### config.mk
export PLATFORM = sky130hd
export DESIGN_NAME = rf_port_arbiter
export DESIGN_NICKNAME = d
export VERILOG_FILES = /design/src/rtl/rf_arb_pkg.sv /design/src/rtl/rf_arb_wdt.sv /design/src/rtl/rf_port_arbiter.sv
export SDC_FILE = /design/constraint.sdc
export NUM_CORES = 1
export LEC_CHECK = 0
export CORE_AREA = 4 4 41 43
export DETAILED_ROUTE_END_ITERATION = 10
export DIE_AREA = 0 0 45 47
export PLACE_DENSITY_LB_ADDON = 0.1
export SLEW_MARGIN = 25
export SYNTH_ARGS = -nofsm -noshare
export SYNTH_HDL_FRONTEND = slang
export SYNTH_SLANG_ARGS = --single-unit
export TNS_END_PERCENT = 1
### constraint.sdc
create_clock -name clk -period 2.1 [get_ports clk]
set_input_delay 0.315 -clock clk [delete_from_list [all_inputs] [get_ports clk]]
set_output_delay 0.315 -clock clk [all_outputs]
set_load 0.01 [all_outputs]
### src/rtl/rf_arb_pkg.sv
// Shared types for the register-file RAM port arbiter: FSM states and the
// owner encoding used for the RAM mux select, completion source and last owner.
package rf_arb_pkg;

    typedef enum logic [1:0] {
        IDLE     = 2'd0,
        OWN_LDST = 2'd1,
        OWN_MOVE = 2'd2,
        GAP      = 2'd3
    } rf_arb_state_e;

    // The owner value doubles as the ram_sel encoding (1 = load/store).
    typedef enum logic {
        OWNER_MOVE = 1'b0,
        OWNER_LDST = 1'b1
    } rf_owner_e;

    function automatic rf_arb_state_e own_state(input rf_owner_e owner);
        return (owner == OWNER_LDST) ? OWN_LDST : OWN_MOVE;
    endfunction

    function automatic rf_owner_e other_owner(input rf_owner_e owner);
        return (owner == OWNER_LDST) ? OWNER_MOVE : OWNER_LDST;
    endfunction

endpackage

### src/rtl/rf_arb_wdt.sv
// Grant-hold watchdog: counts cycles while an owner holds the port and flags
// expiry on the cycle whose edge brings the count up to TIMEOUT_CYC.
module rf_arb_wdt #(
    parameter int unsigned TIMEOUT_CYC = 4096,
    parameter int unsigned TMO_W       = 13
) (
    input  logic clk,
    input  logic rst_n,
    input  logic clr,
    input  logic run,
    output logic expire
);

    localparam logic [TMO_W-1:0] LIMIT = TMO_W'(TIMEOUT_CYC - 1);

    logic [TMO_W-1:0] cnt_q;

    always_ff @(posedge clk or negedge rst_n) begin
        if (!rst_n) begin
            cnt_q <= '0;
        end else if (clr) begin
            cnt_q <= '0;
        end else if (run) begin
            cnt_q <= cnt_q + 1'b1;
        end
    end

    assign expire = run && (cnt_q == LIMIT);

endmodule

### src/rtl/rf_port_arbiter.sv
// Round-robin owner of the single RF RAM port shared by the load/store and move
// engines, with a dead gap between owners. Define RF_ARB_WDT_EN for the watchdog.
module rf_port_arbiter
    import rf_arb_pkg::*;
#(
    parameter int unsigned GAP_CYC     = 1,
    parameter int unsigned TIMEOUT_CYC = 4096,
    parameter int unsigned TMO_W       = 13
) (
    input  logic clk,
    input  logic rst_n,
    input  logic ldst_req,
    output logic ldst_gnt,
    input  logic ldst_done,
    input  logic move_req,
    output logic move_gnt,
    input  logic move_done,
    output logic ram_sel,
    output logic busy,
    output logic op_done,
    output logic op_done_src,
    output logic err_spurious,
    output logic err_timeout,
    input  logic err_clr
);

    localparam int unsigned GAP_W = (GAP_CYC > 1) ? $clog2(GAP_CYC) : 1;
    localparam logic [GAP_W-1:0] GAP_LOAD = (GAP_CYC > 0) ? GAP_W'(GAP_CYC - 1) : '0;

    if ((TMO_W < 32) && (TIMEOUT_CYC >= (32'd1 << TMO_W))) begin : g_tmo_width_check
        $error("rf_port_arbiter: TMO_W too narrow to hold TIMEOUT_CYC");
    end

    rf_arb_state_e    state_q, state_d;
    logic [GAP_W-1:0] gap_q, gap_d;
    rf_owner_e        last_q, last_d;
    rf_owner_e        sel_q, sel_d;
    rf_owner_e        src_q, src_d;
    logic             op_done_q, op_done_d;
    logic             err_sp_q, err_sp_d;
    logic             err_to_q, err_to_d;
    logic             ldst_gnt_q, move_gnt_q, busy_q;

    logic             grant_en;
    rf_owner_e        winner;
    rf_owner_e        cur_owner;
    logic             own_done;
    logic             spurious;
    logic             timeout;
    logic             owning;
    logic             wdt_expire;

    assign owning = (state_q == OWN_LDST) || (state_q == OWN_MOVE);

`ifdef RF_ARB_WDT_EN
    rf_arb_wdt #(
        .TIMEOUT_CYC (TIMEOUT_CYC),
        .TMO_W       (TMO_W)
    ) u_wdt (
        .clk    (clk),
        .rst_n  (rst_n),
        .clr    (!owning),
        .run    (owning),
        .expire (wdt_expire)
    );
`else
    assign wdt_expire = 1'b0;
`endif

    // Next-state logic; an owner's own done takes priority over a watchdog expiry.
    always_comb begin
        state_d   = state_q;
        gap_d     = gap_q;
        last_d    = last_q;
        sel_d     = sel_q;
        src_d     = src_q;
        op_done_d = 1'b0;
        grant_en  = 1'b0;
        winner    = OWNER_LDST;
        cur_owner = (state_q == OWN_LDST) ? OWNER_LDST : OWNER_MOVE;
        own_done  = 1'b0;
        spurious  = 1'b0;
        timeout   = 1'b0;

        case (state_q)
            IDLE: begin
                spurious = ldst_done | move_done;
                if (ldst_req && move_req) begin
                    grant_en = 1'b1;
                    winner   = other_owner(last_q);
                end else if (ldst_req) begin
                    grant_en = 1'b1;
                    winner   = OWNER_LDST;
                end else if (move_req) begin
                    grant_en = 1'b1;
                    winner   = OWNER_MOVE;
                end
                if (grant_en) begin
                    state_d = own_state(winner);
                    sel_d   = winner;
                end
            end

            OWN_LDST, OWN_MOVE: begin
                own_done = (cur_owner == OWNER_LDST) ? ldst_done : move_done;
                spurious = (cur_owner == OWNER_LDST) ? move_done : ldst_done;
                if (own_done || wdt_expire) begin
                    state_d = (GAP_CYC == 0) ? IDLE : GAP;
                    gap_d   = GAP_LOAD;
                    last_d  = cur_owner;
                    timeout = !own_done;
                    if (own_done) begin
                        op_done_d = 1'b1;
                        src_d     = cur_owner;
                    end
                end
            end

            GAP: begin
                spurious = ldst_done | move_done;
                if (gap_q == '0) begin
                    state_d = IDLE;
                end else begin
                    gap_d = gap_q - 1'b1;
                end
            end

            default: begin
                state_d = IDLE;
            end
        endcase

        err_sp_d = err_clr ? 1'b0 : (err_sp_q | spurious);
        err_to_d = err_clr ? 1'b0 : (err_to_q | timeout);
    end

    // Grants and busy are registered from the next state so every output is a flop.
    always_ff @(posedge clk or negedge rst_n) begin
        if (!rst_n) begin
            state_q    <= IDLE;
            gap_q      <= '0;
            last_q     <= OWNER_MOVE;
            sel_q      <= OWNER_MOVE;
            src_q      <= OWNER_MOVE;
            op_done_q  <= 1'b0;
            err_sp_q   <= 1'b0;
            err_to_q   <= 1'b0;
            ldst_gnt_q <= 1'b0;
            move_gnt_q <= 1'b0;
            busy_q     <= 1'b0;
        end else begin
            state_q    <= state_d;
            gap_q      <= gap_d;
            last_q     <= last_d;
            sel_q      <= sel_d;
            src_q      <= src_d;
            op_done_q  <= op_done_d;
            err_sp_q   <= err_sp_d;
            err_to_q   <= err_to_d;
            ldst_gnt_q <= (state_d == OWN_LDST);
            move_gnt_q <= (state_d == OWN_MOVE);
            busy_q     <= (state_d != IDLE);
        end
    end

    assign ldst_gnt     = ldst_gnt_q;
    assign move_gnt     = move_gnt_q;
    assign ram_sel      = sel_q;
    assign busy         = busy_q;
    assign op_done      = op_done_q;
    assign op_done_src  = src_q;
    assign err_spurious = err_sp_q;
    assign err_timeout  = err_to_q;

endmodule

==> results.cfg <==
[route]
via_per_inst = 4.947
drt-pass1-iter-count = 4
drt_iter0_drc = 2
avgRoutedWirePerCell_um = 12.52
ant_nets = 0
wl_um = 939
drc_errors = 0
via_count = 371

[cells_and_area]
drive_gt1_share_pct = 18.33
diodes = 0
fin_nets = 70
syn2layout_area_growth_pct = 35.92
final_cells = 75
final_area_um2 = 634.4

[floorplanning]
initial_core_util_pct = 35.87
die_area_um2 = 2115
die_y_um = 47
design.core.area_um2 = 1301
io_pins = 15
rows = 13
die-width_um = 45

[clock_network]
postCtsSetupBuffers = 0
htree_levels = 1
cts_inserted_buffers = 3
clock-sinks = 9
root_buffer = clkbuf_4
hold_buffers = 0
cts_tree = built
cts_resized = 0
insertion_delay_ns = 0.26
ctsLongestPathBuffers = 2
clk_pin_slew_ns = 0.06

[timing]
tns_ns = 0
hold_viol_final = 0
fmax_mhz = 641.9
setup_violations = 0
rsz0062_at_grt = no
fin_crit_sh_pct = 74.19
slew_violations = 0
finalClockSkew_ns = 0.001967
fin_crit_ns = 1.558

[critical_path]
crit_buf_inv = 1
cp_max_fo = 4
crit_family = flip-flops
r2r-start = state_q[1]
rrSetupSlack_ns = 0.54
cp_slowest_cell = dfrtp_1
crit_path_end_kind = flip-flop
path_class = reg2reg
crit_required_ns = 2.23
critPathMaxStageDelay_ns = 0.41
start_kind = flip-flop
worstPathCellList = inv_1 -> ha_1 -> mux2_4 -> o31ai_1 -> o211ai_1
cp_data_arrival_time_ns = 1.69
r2r_cells = 5
reg2reg_to = busy

[grt]
met1_usage_pct = 10.93
grt_use_met3_pct = 6.897
grt_pass1_vias = 366
grt_pass1_wl_mm = 1.524
antenna_found_initial = 0
grt_start_max_net_pins = 10
grt.overflow.total = 0
gr-max-usage-layer = met2
track_usage_pct = 10.59
use_met2_pct = 18.36

[yosys]
yosys.area.top_type = dfrtp_1
synth_warnings = 0
ys_types = 22
synth_area_leaders = dfrtp_1 (48%), o21ai_2 (5.6%), ha_1 (5.4%)
syn_area_per_cell_um2 = 10.61
ys_seq_area_share_pct = 48.26
synth_top_cell_area_share_pct = 48.26
synthesis.nets = 53
synthesis.area_um2 = 466.7
synth_seq_cells = 9
syn_inst = 44

[pwr]
p_comb_share_pct = 55.2
power-per-cell-area_nw_per_um2 = 1505
switching_share_pct = 38.88
irDropWorstVdd_v = 0.0007141
p_clk_share_pct = 13.6
p_sw_mw = 0.3711
p_int_mw = 0.5834
p_seq_share_pct = 31.2
cellLeakagePower_nw = 0.2810

[place]
place_inst = 71
io_buffers = 13
place.gp.congestion = 0.7030
hpwl_um = 746.7
placed_cell_area_um2 = 608.1

[run_status]
outcome = finished, final reports clean

[worst_hold_path]
hold_path_class = in2async

[flow_run]
cap_violations = 0
power groups by stage:
stage          clock network (mW)  registers [mW]  logic [mW]
2_1_floorplan                   0           0.319       0.326
3_5_place_dp                    0           0.303       0.533
4_1_cts                     0.137           0.300       0.535
5_1_grt                     0.147           0.310       0.587
3_3_place_gp                    0           0.300       0.523
6_report                    0.130           0.298       0.527
synth_stat cells:
cell type and instances:
a21oi_2 1, nand2b_1 1, nor2_1 5, a21oi_1 3, a2bb2oi_2 1, a31oi_1 1
a21boi_0 1, o21ai_2 3, a2bb2oi_1 2, o21bai_1 1, mux2_4 1, o31ai_1 1
buf_4 1, dfrtp_1 9, and2_2 1, inv_1 3, a21o_2 1, nand2_1 3
o211ai_1 1, and2b_1 1, conb_1 1, ha_1 2
routing by layer:
layer	share of wire [%]	up-vias
met5	0	-
met4	0	0
met3	9.4	0
met2	49	13
met1	42	174
li1	-	184
how the worst max path moves through the flow:
| stage | startpoint | endpoint | slack (ns) | cells past startpoint |
|---|---|---|---|---|
| 2_1_floorplan | state_q[1] | busy | 0.64 | 5 |
| 3_3_place_gp | ldst_req | move_gnt | 0.50 | 5 |
| 3_5_place_dp | ldst_req | move_gnt | 0.54 | 5 |
| 4_1_cts | state_q[1] | busy | 0.54 | 5 |
| 5_1_grt | state_q[1] | busy | 0.44 | 5 |
| 6_report | state_q[1] | busy | 0.54 | 5 |
kinds of logic after synthesis:
kind of cell | Yosys count | synth area share, %
flops | 9 | 48.26
mux | 1 | 3.216
buf+inv | 4 | 4.022
compound gates | 16 | 27.35
simple gates | 11 | 10.99
fa+ha+maj | 2 | 5.361
other cells | 1 | 0.8035
registers in the layout, summed over array words and instances (netlist names):
| signal | flops |
|---|---|
| move_gnt | 1 |
| ram_sel | 1 |
| state_q | 2 |
| busy | 1 |
| op_done | 1 |
| ldst_gnt | 1 |
| op_done_src | 1 |
| err_spurious | 1 |
cell type report:
cell class              instances  area, µm²
inverters                       3      11.26
clock buffers                   4      26.28
multi-input cells              31      222.7
repair buffers                 13      130.1
well taps                      15      18.77
flip-flops and latches          9      225.2
fillers                       135      666.9
worst reg2reg max path: stages, from the launching register on:
cell,delay [ns]
dfrtp_1,0.41
inv_1,0.13
ha_1,0.25
mux2_4,0.35
o31ai_1,0.19
o211ai_1,0.11
stage by stage:
stage | power [mW] | util, % | hold WS, ns | worst slack (ns)
2_1_floorplan | 0.6452 | - | 0.01941 | 0.6386
3_3_place_gp | 0.8234 | 46.73 | 0.4826 | 0.5024
3_5_place_dp | 0.8360 | 46.73 | 0.4959 | 0.5397
4_1_cts | 0.9730 | 48.75 | 0.3656 | 0.5413
5_1_grt | 1.044 | 48.75 | 0.3768 | 0.4413
6_report | 0.9545 | 48.75 | 0.3551 | 0.5420
layout by cell type, fill, tap and decap left out, drive strengths merged, types with 2 or more instances in the layout:
cell           instances
clkdlybuf4s50         13
dfrtp                  9
nor2                   5
a21oi                  4
clkbuf                 4
inv                    3
o21ai                  3
nand2                  3
a2bb2oi                3
ha                     2
No activity file was read; power rests on OpenSTA's default activity.
==> edit (config.mk and constraints unchanged) <==
Reset style: synchronous (`rst_n`), changed in one clocked block.
--- a/src/rtl/rf_port_arbiter.sv
+++ b/src/rtl/rf_port_arbiter.sv
@@ -137,3 +137,3 @@
     // Grants and busy are registered from the next state so every output is a flop.
-    always_ff @(posedge clk or negedge rst_n) begin
+    always_ff @(posedge clk) begin
         if (!rst_n) begin
Formal check against the unedited RTL: differs if rst_n is asserted again (counterexample within 4 cycles, from zero or initial values and one cycle with rst_n low); with rst_n held inactive, the same outputs for 10 cycles.
==> edit against the original RTL <==
Synthesized area fell by 8.3%. Sequential cell count did not move. Count of clock-buffer cells in the layout did not move. Worst hold slack improved by 0.094 ns. Setup slack got worse by 0.056 ns. Design area fell by 6.1%. Wire length fell by 14%. Via count fell by 1.6%. Critical path type unchanged. Critical endpoint is now move_gnt.
Power is not compared: it rests on default switching activity, and its combinational part moved more than twofold at a synthesized area within 25%.
==> edit: results (changes against the original RTL) <==
| Metric | Value |
|---|---|
| Routed WL | `808 um (-14%)` |
| Layout Skew | `0.00458 ns (+0.00262 ns)` |
| Mapped Nets | `54 (+1.9%)` |
| Clk pin slew, worst setup/hold paths | `0.06 ns (about the same)` |
| Avg WL per Cell | `10.6 um (-15%)` |
| Post-place setup slack | `0.490 ns (-0.0498 ns)` |
| Share of cells above drive strength 1 | `0.0984 (-0.0850)` |
| Diodes inserted | `0 (unchanged)` |
| Grt met2 use | `0.127 (-0.0565)` |
| Met3 track demand over resource | `0.0728 (+0.00383)` |
| Vias/cell | `4.80 (-2.9%)` |
| Switching power | `146 uW` |
| Sequential area share after synthesis | `0.421 (-0.0615)` |
| First-pass GRT wire length | `1300 um (-14%)` |
| Final GP Congestion | `0.795 (+13%)` |
| Detailed Place HPWL | `636 um (-15%)` |
| Hold_sp | `err_spurious` |
| Distinct cells, synth | `26 (+18%)` |
| Top post-synthesis cells by area | `dfxtp_1 (42%), ha_1 (5.8%), a21oi_1 (3.5%)` |
| Worst-case clock buffer depth | `2 (unchanged)` |
| Post-synth ARST share | `0 (-1.00)` |
| Most frequent cells after synthesis | `dfxtp_1 (9), inv_1 (4), nor2_1 (4)` |
| Largest reg by FF count | `state_q` |
| Worst Setup SP | `state_q[0]` |
| H-tree level count | `1 (unchanged)` |
| Syn avg cell area | `9.51 um^2 (-10%)` |
| Initial drt markers | `7 (+5)` |
| CTS Root Cell | `clkbuf_4` |
| Pre-Repair DR Iteration Count | `3 (-1)` |
| Total global-route track usage | `0.0903 (-0.0156)` |
| Status | `complete, no violations` |
| Initial antenna violation count | `0 (unchanged)` |
| Clk_lat worst skew | `0.26 ns (about the same)` |
| Inst Count DP | `72 (+1.4%)` |
| Max reg flops | `2 (unchanged)` |
| Worst vdd ir | `0.399 mV` |
| Maximum fanout along the worst path | `8 (+4)` |
| Number of global-route vias before repair | `311 (-15%)` |
| Critical Path AT | `1.77 ns (+0.08 ns)` |
| PortBufs | `13 (unchanged)` |
| Global routing met1 resource utilization | `0.108 (-0.00175)` |
| Hold Crit Class | `flop to flop` |
| # nets final | `71 (+1.4%)` |
| Main synth FF type | `dfxtp_1` |
| Largest net degree at the start of global routing | `9 (-1)` |
-- edit: per-stage QoR --
stage | instance area, um^2 | hold slack, ns | utilization | total power [mW]
final | 596 | 0.449 | 0.458 | 0.502
after global routing | 596 | 0.490 | 0.458 | 0.545
after CTS | 596 | 0.455 | 0.458 | 0.512
after floorplan | 428 | 0.393 | - | 0.312
after detailed placement | 569 | 0.441 | 0.438 | 0.374
after global placement | 569 | 0.442 | 0.438 | 0.377
-- edit: logic make-up after synthesis --
kind of cell | after synthesis | synth area share
mux | 1 | 0.0263
simple gates | 15 | 0.216
flops | 9 | 0.421
compound gates | 12 | 0.216
other cells | 1 | 0.00876
buf+inv | 5 | 0.0526
fa+ha+maj | 2 | 0.0585
-- edit: worst max-delay path, cell delays in order (launching register included) --
cell,delay (ns)
dfxtp_1,0.37
inv_1,0.06
ha_1,0.38
and3b_1,0.21
a221oi_2,0.26
and4b_1,0.23
-- edit: path summary, 6_finish.rpt --
check | end | slack (ns) | depth (start not counted)
max reg2reg | move_gnt | 0.49 | 5
min | err_spurious | 0.45 | 2
min reg2reg | err_spurious | 0.45 | 2
max | move_gnt | 0.49 | 5
-- edit: routing by layer --
metal	vias up	part of all wire
met1	157	0.45
met5	-	0
li1	198	-
met3	0	0.098
met4	0	0
met2	10	0.45
-- edit: power groups by stage --
stage | Clock, mW | Combinational [mW] | Sequential (mW)
after floorplan | 0 | 0.0961 | 0.216
after global placement | 0 | 0.169 | 0.208
after detailed placement | 0 | 0.166 | 0.209
after CTS | 0.141 | 0.166 | 0.205
after global routing | 0.156 | 0.182 | 0.207
final | 0.133 | 0.165 | 0.204
-- edit: area by class of cell --
class	instances	area (um^2)
Sequential cell	9	180
Fill cell	134	706
Clock buffer	4	26.3
Inverter	4	15.0
Tap cell	15	18.8
Multi-Input combinational cell	31	225
Timing Repair Buffer	13	130
